`src/rtl/conv_pkg.sv`:
```
// Shared definitions for the convolution engine: one-hot state bit
// positions, command flag bit positions and index-width helpers.
package conv_pkg;

    // One-hot state bit positions
    localparam int STATE_W = 8;
    localparam int S_IDLE  = 0;
    localparam int S_SET   = 1;
    localparam int S_READ  = 2;
    localparam int S_MULT  = 3;
    localparam int S_ROUND = 4;
    localparam int S_ADD   = 5;
    localparam int S_WRITE = 6;
    localparam int S_END   = 7;

    localparam logic [STATE_W-1:0] STATE_ZERO = '0;

    // Command flag bit positions (bit0 = SET)
    localparam int CMD_FLAG_W = 6;
    localparam int CMD_SET    = 0;
    localparam int CMD_READ   = 1;
    localparam int CMD_MULT   = 2;
    localparam int CMD_ROUND  = 3;
    localparam int CMD_ADD    = 4;
    localparam int CMD_WRITE  = 5;

    // Command bits map onto the consecutive busy states SET..WRITE
    localparam int CMD_STATE_OFS = S_SET - CMD_SET;

    typedef enum logic [STATE_W-1:0] {
        ST_IDLE  = STATE_W'(1 << S_IDLE),
        ST_SET   = STATE_W'(1 << S_SET),
        ST_READ  = STATE_W'(1 << S_READ),
        ST_MULT  = STATE_W'(1 << S_MULT),
        ST_ROUND = STATE_W'(1 << S_ROUND),
        ST_ADD   = STATE_W'(1 << S_ADD),
        ST_WRITE = STATE_W'(1 << S_WRITE),
        ST_END   = STATE_W'(1 << S_END)
    } state_t;

    // Index width for a counter running 0..n-1; never narrower than one bit
    // so that degenerate dimensions (n == 1) still yield a legal port.
    function automatic int idx_width(input int n);
        return (n <= 2) ? 1 : $clog2(n);
    endfunction

    // One-hot vector with only bit 'pos' set
    function automatic logic [STATE_W-1:0] state_bit(input int pos);
        logic [STATE_W-1:0] v;
        v      = STATE_ZERO;
        v[pos] = 1'b1;
        return v;
    endfunction

endpackage

```
`src/rtl/conv_idx_cnt.sv`:
```
// Pixel/channel position counter for the convolution sequencer.
// Walks x fastest, then y, then channel. Each field only increments while
// below its maximum, so no field can ever exceed its range.
module conv_idx_cnt
    import conv_pkg::*;
#(
    parameter int IMG_W = 64,
    parameter int IMG_H = 64,
    parameter int N_CH  = 2,
    localparam int XW = idx_width(IMG_W),
    localparam int YW = idx_width(IMG_H),
    localparam int CW = idx_width(N_CH)
) (
    input  logic          clk,
    input  logic          reset,
    input  logic          clear,
    input  logic          advance,
    output logic [XW-1:0] x,
    output logic [YW-1:0] y,
    output logic [CW-1:0] ch,
    output logic          last_pix,
    output logic          last_all
);

    localparam logic [XW-1:0] X_MAX  = XW'(IMG_W - 1);
    localparam logic [YW-1:0] Y_MAX  = YW'(IMG_H - 1);
    localparam logic [CW-1:0] CH_MAX = CW'(N_CH - 1);

    logic [XW-1:0] x_reg;
    logic [YW-1:0] y_reg;
    logic [CW-1:0] ch_reg;
    logic          last_x;
    logic          last_y;
    logic          last_ch;

    assign last_x   = (x_reg == X_MAX);
    assign last_y   = (y_reg == Y_MAX);
    assign last_ch  = (ch_reg == CH_MAX);
    assign last_pix = last_x & last_y;
    assign last_all = last_pix & last_ch;

    // Position update: clear wins, otherwise step x, wrapping into y then ch
    always_ff @(posedge clk or negedge reset) begin
        if (!reset) begin
            x_reg  <= '0;
            y_reg  <= '0;
            ch_reg <= '0;
        end else if (clear) begin
            x_reg  <= '0;
            y_reg  <= '0;
            ch_reg <= '0;
        end else if (advance) begin
            if (!last_x) begin
                x_reg <= x_reg + XW'(1);
            end else begin
                x_reg <= '0;
                if (!last_y) begin
                    y_reg <= y_reg + YW'(1);
                end else begin
                    y_reg <= '0;
                    // Final channel holds; the FSM never advances past it
                    if (!last_ch) begin
                        ch_reg <= ch_reg + CW'(1);
                    end
                end
            end
        end
    end

    assign x  = x_reg;
    assign y  = y_reg;
    assign ch = ch_reg;

endmodule

```
`src/rtl/conv_seq_ctrl.sv`:
```
// Convolution sequencer. A one-hot FSM walks every output pixel of every
// kernel channel through SET -> READ (KTAPS granted reads) -> MULT (KTAPS
// MACs) -> ROUND -> ADD -> WRITE (one granted write). The tap counter lives
// here; the pixel/channel position lives in conv_idx_cnt. All outputs are
// decoded from registered state so they follow the asynchronous reset.
module conv_seq_ctrl
    import conv_pkg::*;
#(
    parameter int IMG_W = 64,
    parameter int IMG_H = 64,
    parameter int KTAPS = 9,
    parameter int N_CH  = 2,
    localparam int XW = idx_width(IMG_W),
    localparam int YW = idx_width(IMG_H),
    localparam int TW = idx_width(KTAPS),
    localparam int CW = idx_width(N_CH)
) (
    input  logic                  clk,
    input  logic                  reset,
    input  logic                  start,
    input  logic                  mem_gnt,
    output logic [CMD_FLAG_W-1:0] cmd_flags,
    output logic                  mem_req,
    output logic [TW-1:0]         tap_idx,
    output logic [XW-1:0]         pix_x,
    output logic [YW-1:0]         pix_y,
    output logic [CW-1:0]         ch_idx,
    output logic                  busy,
    output logic                  done
);

    localparam logic [TW-1:0] TAP_MAX = TW'(KTAPS - 1);

    state_t               state_reg;
    logic [STATE_W-1:0]   state_vec;
    logic [TW-1:0]        tap_reg;
    logic                 tap_last;
    logic                 in_idle;
    logic                 in_write;
    logic                 in_end;
    logic                 pos_clear;
    logic                 pos_advance;
    logic                 last_pix;
    logic                 last_all;

    assign state_vec = state_reg;
    assign tap_last  = (tap_reg == TAP_MAX);

    // Full-vector compares so a corrupted (non one-hot) state decodes to
    // nothing at all rather than to several commands at once.
    assign in_idle  = (state_vec == state_bit(S_IDLE));
    assign in_write = (state_vec == state_bit(S_WRITE));
    assign in_end   = (state_vec == state_bit(S_END));

    // A new run restarts the sweep from pixel (0,0), channel 0
    assign pos_clear   = (in_idle | in_end) & start;
    // The final write leaves the position at its last value for inspection
    assign pos_advance = in_write & mem_gnt & ~last_all;

    conv_idx_cnt #(
        .IMG_W (IMG_W),
        .IMG_H (IMG_H),
        .N_CH  (N_CH)
    ) u_idx_cnt (
        .clk      (clk),
        .reset    (reset),
        .clear    (pos_clear),
        .advance  (pos_advance),
        .x        (pix_x),
        .y        (pix_y),
        .ch       (ch_idx),
        .last_pix (last_pix),
        .last_all (last_all)
    );

    // Sequencer FSM and tap counter
    always_ff @(posedge clk or negedge reset) begin
        if (!reset) begin
            state_reg <= ST_IDLE;
            tap_reg   <= '0;
        end else begin
            case (state_reg)
                ST_IDLE: begin
                    if (start) begin
                        state_reg <= ST_SET;
                        tap_reg   <= '0;
                    end
                end
                ST_SET: begin
                    tap_reg   <= '0;
                    state_reg <= ST_READ;
                end
                ST_READ: begin
                    // Without a grant the read is retried with the same tap
                    if (mem_gnt) begin
                        if (tap_last) begin
                            tap_reg   <= '0;
                            state_reg <= ST_MULT;
                        end else begin
                            tap_reg <= tap_reg + TW'(1);
                        end
                    end
                end
                ST_MULT: begin
                    if (tap_last) begin
                        tap_reg   <= '0;
                        state_reg <= ST_ROUND;
                    end else begin
                        tap_reg <= tap_reg + TW'(1);
                    end
                end
                ST_ROUND: begin
                    state_reg <= ST_ADD;
                end
                ST_ADD: begin
                    state_reg <= ST_WRITE;
                end
                ST_WRITE: begin
                    if (mem_gnt) begin
                        state_reg <= last_all ? ST_END : ST_SET;
                    end
                end
                ST_END: begin
                    if (start) begin
                        state_reg <= ST_SET;
                        tap_reg   <= '0;
                    end
                end
                default: begin
                    // Corrupted state vector: fall back to a clean idle
                    state_reg <= ST_IDLE;
                    tap_reg   <= '0;
                end
            endcase
        end
    end

    // Command decode: each flag is high only in its own busy state
    for (genvar gi = 0; gi < CMD_FLAG_W; gi++) begin : g_cmd
        assign cmd_flags[gi] = (state_vec == state_bit(gi + CMD_STATE_OFS));
    end

    assign mem_req = cmd_flags[CMD_READ] | cmd_flags[CMD_WRITE];
    assign busy    = |cmd_flags;
    assign done    = in_end;
    assign tap_idx = tap_reg;

    // last_pix is exposed by the counter for datapath use; not needed here
    logic unused_last_pix;
    assign unused_last_pix = last_pix;

endmodule

```
`config.mk`:
```
export PLATFORM = sky130hd
export DESIGN_NAME = conv_seq_ctrl
export DESIGN_NICKNAME = d
export VERILOG_FILES = /design/src/rtl/conv_pkg.sv /design/src/rtl/conv_idx_cnt.sv /design/src/rtl/conv_seq_ctrl.sv
export SDC_FILE = /design/constraint.sdc
export NUM_CORES = 1
export LEC_CHECK = 0
export CAP_MARGIN = 20
export CORE_ASPECT_RATIO = 1.2
export CORE_MARGIN = 5
export CORE_UTILIZATION = 49
export CTS_BUF_LIST = sky130_fd_sc_hd__clkbuf_8
export DETAILED_ROUTE_END_ITERATION = 10
export DONT_BUFFER_PORTS = 1
export HOLD_SLACK_MARGIN = 0.1
export PLACE_DENSITY = 0.74
export SETUP_SLACK_MARGIN = 0.5
export SLEW_MARGIN = 25
export SYNTH_ARGS = -nofsm -noshare
export SYNTH_HDL_FRONTEND = slang
export SYNTH_HIERARCHICAL = 1
export SYNTH_SLANG_ARGS = --single-unit
```
`constraint.sdc`:
```
create_clock -name clk -period 5.5 [get_ports clk]
set_input_delay 1.375 -clock clk [delete_from_list [all_inputs] [get_ports clk]]
set_output_delay 1.375 -clock clk [all_outputs]
set_load 0.01 [all_outputs]
```
Word-level counts from Yosys, hierarchy flattened. Cells that the tools add are included.

Word-level logic and storage cells: 67. Output and inout port bits: 26. Memories: 0. RAM bits: 0. Input bits: 4. Bits in latches: 0. Register bits: 25. Memory bits (read-only): 0.

Reduce and logical (&&, ||, !) cells: 10. Mux-type cells: 23. Bitwise gates (word level): 9. $mul: 0. Add/sub/neg operators: 4. Div/mod/pow operators: 0. Order comparisons: 0. Equal/unequal tests: 16. Shift operators: 0.

Operators with widths (number): case mux 8 bit (7 select lines) (1); 2-to-1 mux 8 bit (6); 2-to-1 mux 6 bit (7); case mux 4 bit (4 select lines) (1); adder 6 x 1 -> 6 bit, second input constant (2); == test 6 bit, second input constant (2); 2-to-1 mux 4 bit (3); == test 8 x 1 -> 1 bit, second input constant (1); == test 8 x 2 -> 1 bit, second input constant (1); == test 8 x 3 -> 1 bit, second input constant (1); == test 8 x 4 -> 1 bit, second input constant (1); == test 8 x 5 -> 1 bit, second input constant (1); == test 8 x 6 -> 1 bit, second input constant (1); == test 8 x 7 -> 1 bit, second input constant (1); == test 8 bit, second input constant (1); != test 2 x 1 -> 1 bit, second input constant (3); AND reduction 3 bit (2); nonzero test 2 bit (3); OR reduction 6 bit (1); bitwise AND 1 bit (5); 2-to-1 mux 1 bit (5); AND reduction 5 bit (1); adder 4 x 1 -> 4 bit, second input constant (1); == test 4 bit, second input constant (1); other kinds (7) (10).

Logic depth before layout (Yosys ltp).
Depth after elaboration: 7. Mapped depth: 12. Gate-level depth less buffers: 11.

Cells and area by module. The synthesis kept the hierarchy.

Modules (own cells, without submodules): conv_seq_ctrl (instances 1, sequential area each 301.5 µm², area an instance 879.6 µm², cells each 92); conv_idx_cnt (instances 1, sequential area each 325.3 µm², area an instance 669.4 µm², cells each 66).

Worst setup path after synthesis. Ideal clock, no wire load.

Kind: register to output. From: reg state_reg[2]. To: out done. Data arrival time: 1497 ps. Path slack: 2628 ps. Cell stages (with the launch flop): 4. Path through: dfrtp_1 buf_6 or4_4 nor4b_1.

Word-level cells in the longest chain between the ends: 1.

RTL lines: start: declaration (RTL line conv_seq_ctrl.sv:34) `state_t state_reg;`; start signal: assignment (RTL line conv_seq_ctrl.sv:120) `state_reg <= last_all ? ST_END : ST_SET;`; == test 8 bit (RTL line conv_seq_ctrl.sv:53) `assign in_end = (state_vec == state_bit(S_END));`; end: declaration (RTL line conv_seq_ctrl.sv:29) `output logic done`.

Every way passes these cells.

Final worst setup path. Ends and elaborated chain as after synthesis.

==> impl_metrics.prom <==
# TYPE chip_impl_metric gauge
chip_impl_info{name="status",value="completed"} 1
chip_impl_metric{name="final_net_count",unit=""} 165
chip_impl_metric{name="layout.filler_cells",unit=""} 281
chip_impl_metric{name="p_int",unit="uW"} 347
chip_impl_metric{name="wl",unit="um"} 3490
chip_impl_metric{name="postSynthRegisterBits",unit=""} 25
chip_impl_metric{name="cts_hold_buf",unit=""} 0
chip_impl_info{name="clock_tree.root_cell",value="sky130_fd_sc_hd__clkbuf_8"} 1
chip_impl_metric{name="grt_first_pass_wirelength",unit="um"} 5870
chip_impl_metric{name="placeableCoreArea",unit="um^2"} 3060
chip_impl_metric{name="clockBufferDepth",unit=""} 2
chip_impl_metric{name="io_buffer_count",unit=""} 0
chip_impl_metric{name="reg_clk_slew_reported_paths",unit="ps"} 90
chip_impl_metric{name="avgRoutedWirePerCell",unit="um"} 18.2
chip_impl_metric{name="numPlacedInstances",unit=""} 188
chip_impl_metric{name="final-setup-viol-count",unit=""} 0
chip_impl_metric{name="maxSlewViolCount",unit=""} 0
chip_impl_metric{name="antenna_cells_inserted",unit=""} 0
chip_impl_info{name="end_kind",value="output port"} 1
chip_impl_metric{name="irDropWorstVdd",unit="mV"} 0.201
chip_impl_metric{name="grt_util_all_layers",unit=""} 0.174
chip_impl_metric{name="fp-row-count",unit=""} 22
chip_impl_metric{name="critical_path.max_stage_delay",unit="ps"} 610
chip_impl_metric{name="period_minus_slack",unit="ps"} 3230
chip_impl_metric{name="clk_lat_worst_skew",unit="ps"} 270
chip_impl_metric{name="cts_made_buffers",unit=""} 3
chip_impl_metric{name="grt_start_max_net_pins",unit=""} 26
chip_impl_metric{name="power.clock.fraction",unit=""} 0.190
chip_impl_metric{name="syn_area_per_cell",unit="um^2"} 9.80
chip_impl_metric{name="die_h",unit="um"} 71.6
chip_impl_metric{name="cap_violations",unit=""} 0
chip_impl_metric{name="max-slew-margin-rel",unit=""} 0.545
chip_impl_metric{name="worst_slack",unit="ps"} 2270
chip_impl_info{name="worst_path_dominant_cell_family",value="simple AND/OR/NAND/NOR gates"} 1
chip_impl_metric{name="synth_area",unit="um^2"} 1550
chip_impl_info{name="path_cells",value="or4_4, nor4b_1"} 1
chip_impl_info{name="critical-path-slowest-cell",value="sky130_fd_sc_hd__or4_4"} 1
chip_impl_metric{name="critical_path.max_fanout",unit=""} 8
chip_impl_metric{name="synth-edff-count",unit=""} 0
chip_impl_metric{name="routed-via-count",unit=""} 1247
chip_impl_metric{name="design.portCount",unit=""} 30
chip_impl_metric{name="critical_path_required",unit="ps"} 4120
chip_impl_metric{name="clock_sinks",unit=""} 25
chip_impl_metric{name="pwr_density_cell",unit="nW/um^2"} 365
chip_impl_metric{name="finalNonFillerCells",unit=""} 192
chip_impl_metric{name="seqPwrFrac",unit=""} 0.430
chip_impl_metric{name="routabilityCongestion",unit=""} 0.870
chip_impl_metric{name="preCtsSetupSlack",unit="ps"} 2570
chip_impl_metric{name="initial_core_util",unit=""} 0.507
chip_impl_info{name="min_path_type",value="reg2reg"} 1
chip_impl_metric{name="via_count_of_the_first_global_routing_pass",unit=""} 1250
chip_impl_metric{name="design.die.area",unit="um^2"} 4390
chip_impl_metric{name="p_switching",unit="uW"} 237
chip_impl_metric{name="hold_viol",unit=""} 0
chip_impl_info{name="cp-start-kind",value="flop"} 1
chip_impl_metric{name="dpl.hpwl",unit="um"} 2650
chip_impl_info{name="cts_tree",value="yes"} 1
chip_impl_metric{name="worst_pin_slew",unit="ps"} 681
chip_impl_metric{name="ys_async_sr_fraction",unit=""} 1.00
chip_impl_metric{name="seqCellArea",unit="um^2"} 627
chip_impl_metric{name="arrival",unit="ps"} 1850
chip_impl_metric{name="max_freq",unit="MHz"} 310
chip_impl_metric{name="setup_tns",unit="ps"} 0
chip_impl_metric{name="synth.net_count",unit=""} 166
chip_impl_metric{name="synth_warnings",unit=""} 6
chip_impl_metric{name="p_leak",unit="nW"} 0.762
chip_impl_metric{name="synth_seq_area_share",unit=""} 0.405
chip_impl_metric{name="via_per_inst",unit=""} 6.49
chip_impl_metric{name="cts_max_level",unit=""} 1
chip_impl_metric{name="synth.lib_cells_used.distinct",unit=""} 52
chip_impl_metric{name="detail-route-antenna-nets",unit=""} 0
chip_impl_metric{name="cts_post_setup_buffers_inserted",unit=""} 0
chip_impl_metric{name="netSwitchingFraction",unit=""} 0.406
chip_impl_metric{name="detail_route.drc_violations",unit=""} 0
chip_impl_metric{name="drt_iter0_markers",unit=""} 75
chip_impl_metric{name="largest_reg_flops",unit=""} 8
chip_impl_metric{name="gr-total-overflow",unit=""} 0
chip_impl_metric{name="detail_route.first_pass.iterations",unit=""} 4
chip_impl_info{name="timing.setup.critical_path_class",value="reg2out"} 1
chip_impl_metric{name="worst_clock_skew",unit="ps"} 2.95
chip_impl_metric{name="drive_gt1_frac",unit=""} 0.0769
chip_impl_metric{name="layout-area-overhead-vs-synth",unit="%"} 3.47
chip_impl_metric{name="post-route-period-util",unit=""} 0.586
chip_impl_info{name="synth-main-ff-cell",value="sky130_fd_sc_hd__dfrtp_1"} 1
chip_impl_metric{name="syn-instance-count",unit=""} 158
chip_impl_metric{name="power_frac_comb",unit=""} 0.380
chip_impl_metric{name="ctsResizeCount",unit=""} 0
chip_impl_metric{name="die_width",unit="um"} 61.3
chip_impl_metric{name="worst-path-buf-inv",unit=""} 0
chip_impl_metric{name="area_taken_by_multi_input_logic_gates",unit="um^2"} 860
chip_impl_metric{name="grt_antenna_before_repair",unit=""} 0
chip_impl_info{name="rsz0062_at_grt",value="false"} 1
[worst register-to-register path, delay by kind of cell, from the launching register on]
family	cells	cell delay, ps
AOI/OAI and AO/OA	2	340
buffers and inverters	1	200
DFF	1	470
and+or+nand+nor	5	1580
[cells in the final DEF, fill, tap and decap left out, drive strengths merged, types with 3 or more instances in the layout]
cell type	netlist	layout
nand3b	3	3
nor4b	3	3
clkbuf	1	3
dfrtp	24	24
a21oi	3	3
nor2	19	19
nand2	9	9
a21o	5	5
and4b	6	6
nand4	3	3
nand3	4	4
nand2b	3	3
nor3	6	6
nor4	5	5
o21ai	3	3
inv	6	6
xnor2	4	4
ha	4	4
xor2	6	6
and2	6	6
[cell usage after synthesis, drive strengths merged (4+ instances only)]
cell / n / area share
nor3: 6 / 0.019
nor4: 5 / 0.040
nand2: 9 / 0.022
buf: 5 / 0.023
ha: 4 / 0.032
xor2: 6 / 0.034
and2: 6 / 0.026
a21o: 5 / 0.024
inv: 6 / 0.015
nor2: 19 / 0.046
dfrtp: 24 / 0.39
xnor2: 4 / 0.023
nand3: 4 / 0.013
and4b: 6 / 0.039
[kinds of logic after synthesis]
logic type | synth area share
DFF | 0.405
and+or+nand+nor | 0.316
adders and majority gates | 0.0323
buffers and inverters | 0.0404
AOI/OAI and AO/OA | 0.137
muxes | 0.0137
xor gates and xnor gates | 0.0565
[worst paths after layout]
check	from	endpoint	slack, ps	cells past startpoint
worst max-delay path	state_reg[2]$_DFFE_PN0P_	done	2270	2
worst min-delay path	state_reg[0]$_DFFE_PN1P_	state_reg[0]$_DFFE_PN1P_	560	1
worst max register to register	state_reg[2]$_DFFE_PN0P_	u_idx_cnt/y[5]$_DFFE_PN0P_	2810	8
worst min register to register	state_reg[0]$_DFFE_PN1P_	state_reg[0]$_DFFE_PN1P_	560	1
max in group asynchronous	reset	state_reg[0]$_DFFE_PN1P_	4540	0
min in group asynchronous	reset	state_reg[1]$_DFFE_PN0P_	790	0
[layout make-up]
class | count | share of cell area
clock buffers | 3 | 0.0258
clock inverters | 1 | 0.00468
inverters | 6 | 0.0141
multi-input cells | 121 | 0.536
flip-flops and latches | 25 | 0.391
well taps | 36 | 0.0281
[power by group through the flow]
stage	logic (mW)	registers, mW	clock network (mW)
2_1_floorplan	0.192	0.240	0
3_3_place_gp	0.215	0.253	0
3_5_place_dp	0.219	0.254	0
4_1_cts	0.220	0.251	0.116
5_1_grt	0.243	0.256	0.124
6_report	0.222	0.251	0.111
[through the flow]
stage,util,power (mW),instance area [um^2],hold WS (ps)
finish,0.525,0.585,1600,560
floorplan,-,0.432,1550,515
global route,0.525,0.623,1600,586
detailed placement,0.509,0.474,1550,545
CTS,0.525,0.587,1600,559
global placement,0.509,0.468,1550,557
[routing by layer]
layer  up-vias  wire length (um)  global-route usage
met5         -                 0                   0
met4         0                51              0.0699
met3         6               230              0.0450
met2        37              1820               0.292
met1       623              1390               0.207
li1        581                 -                   -
No activity file was read; power rests on OpenSTA's default activity.
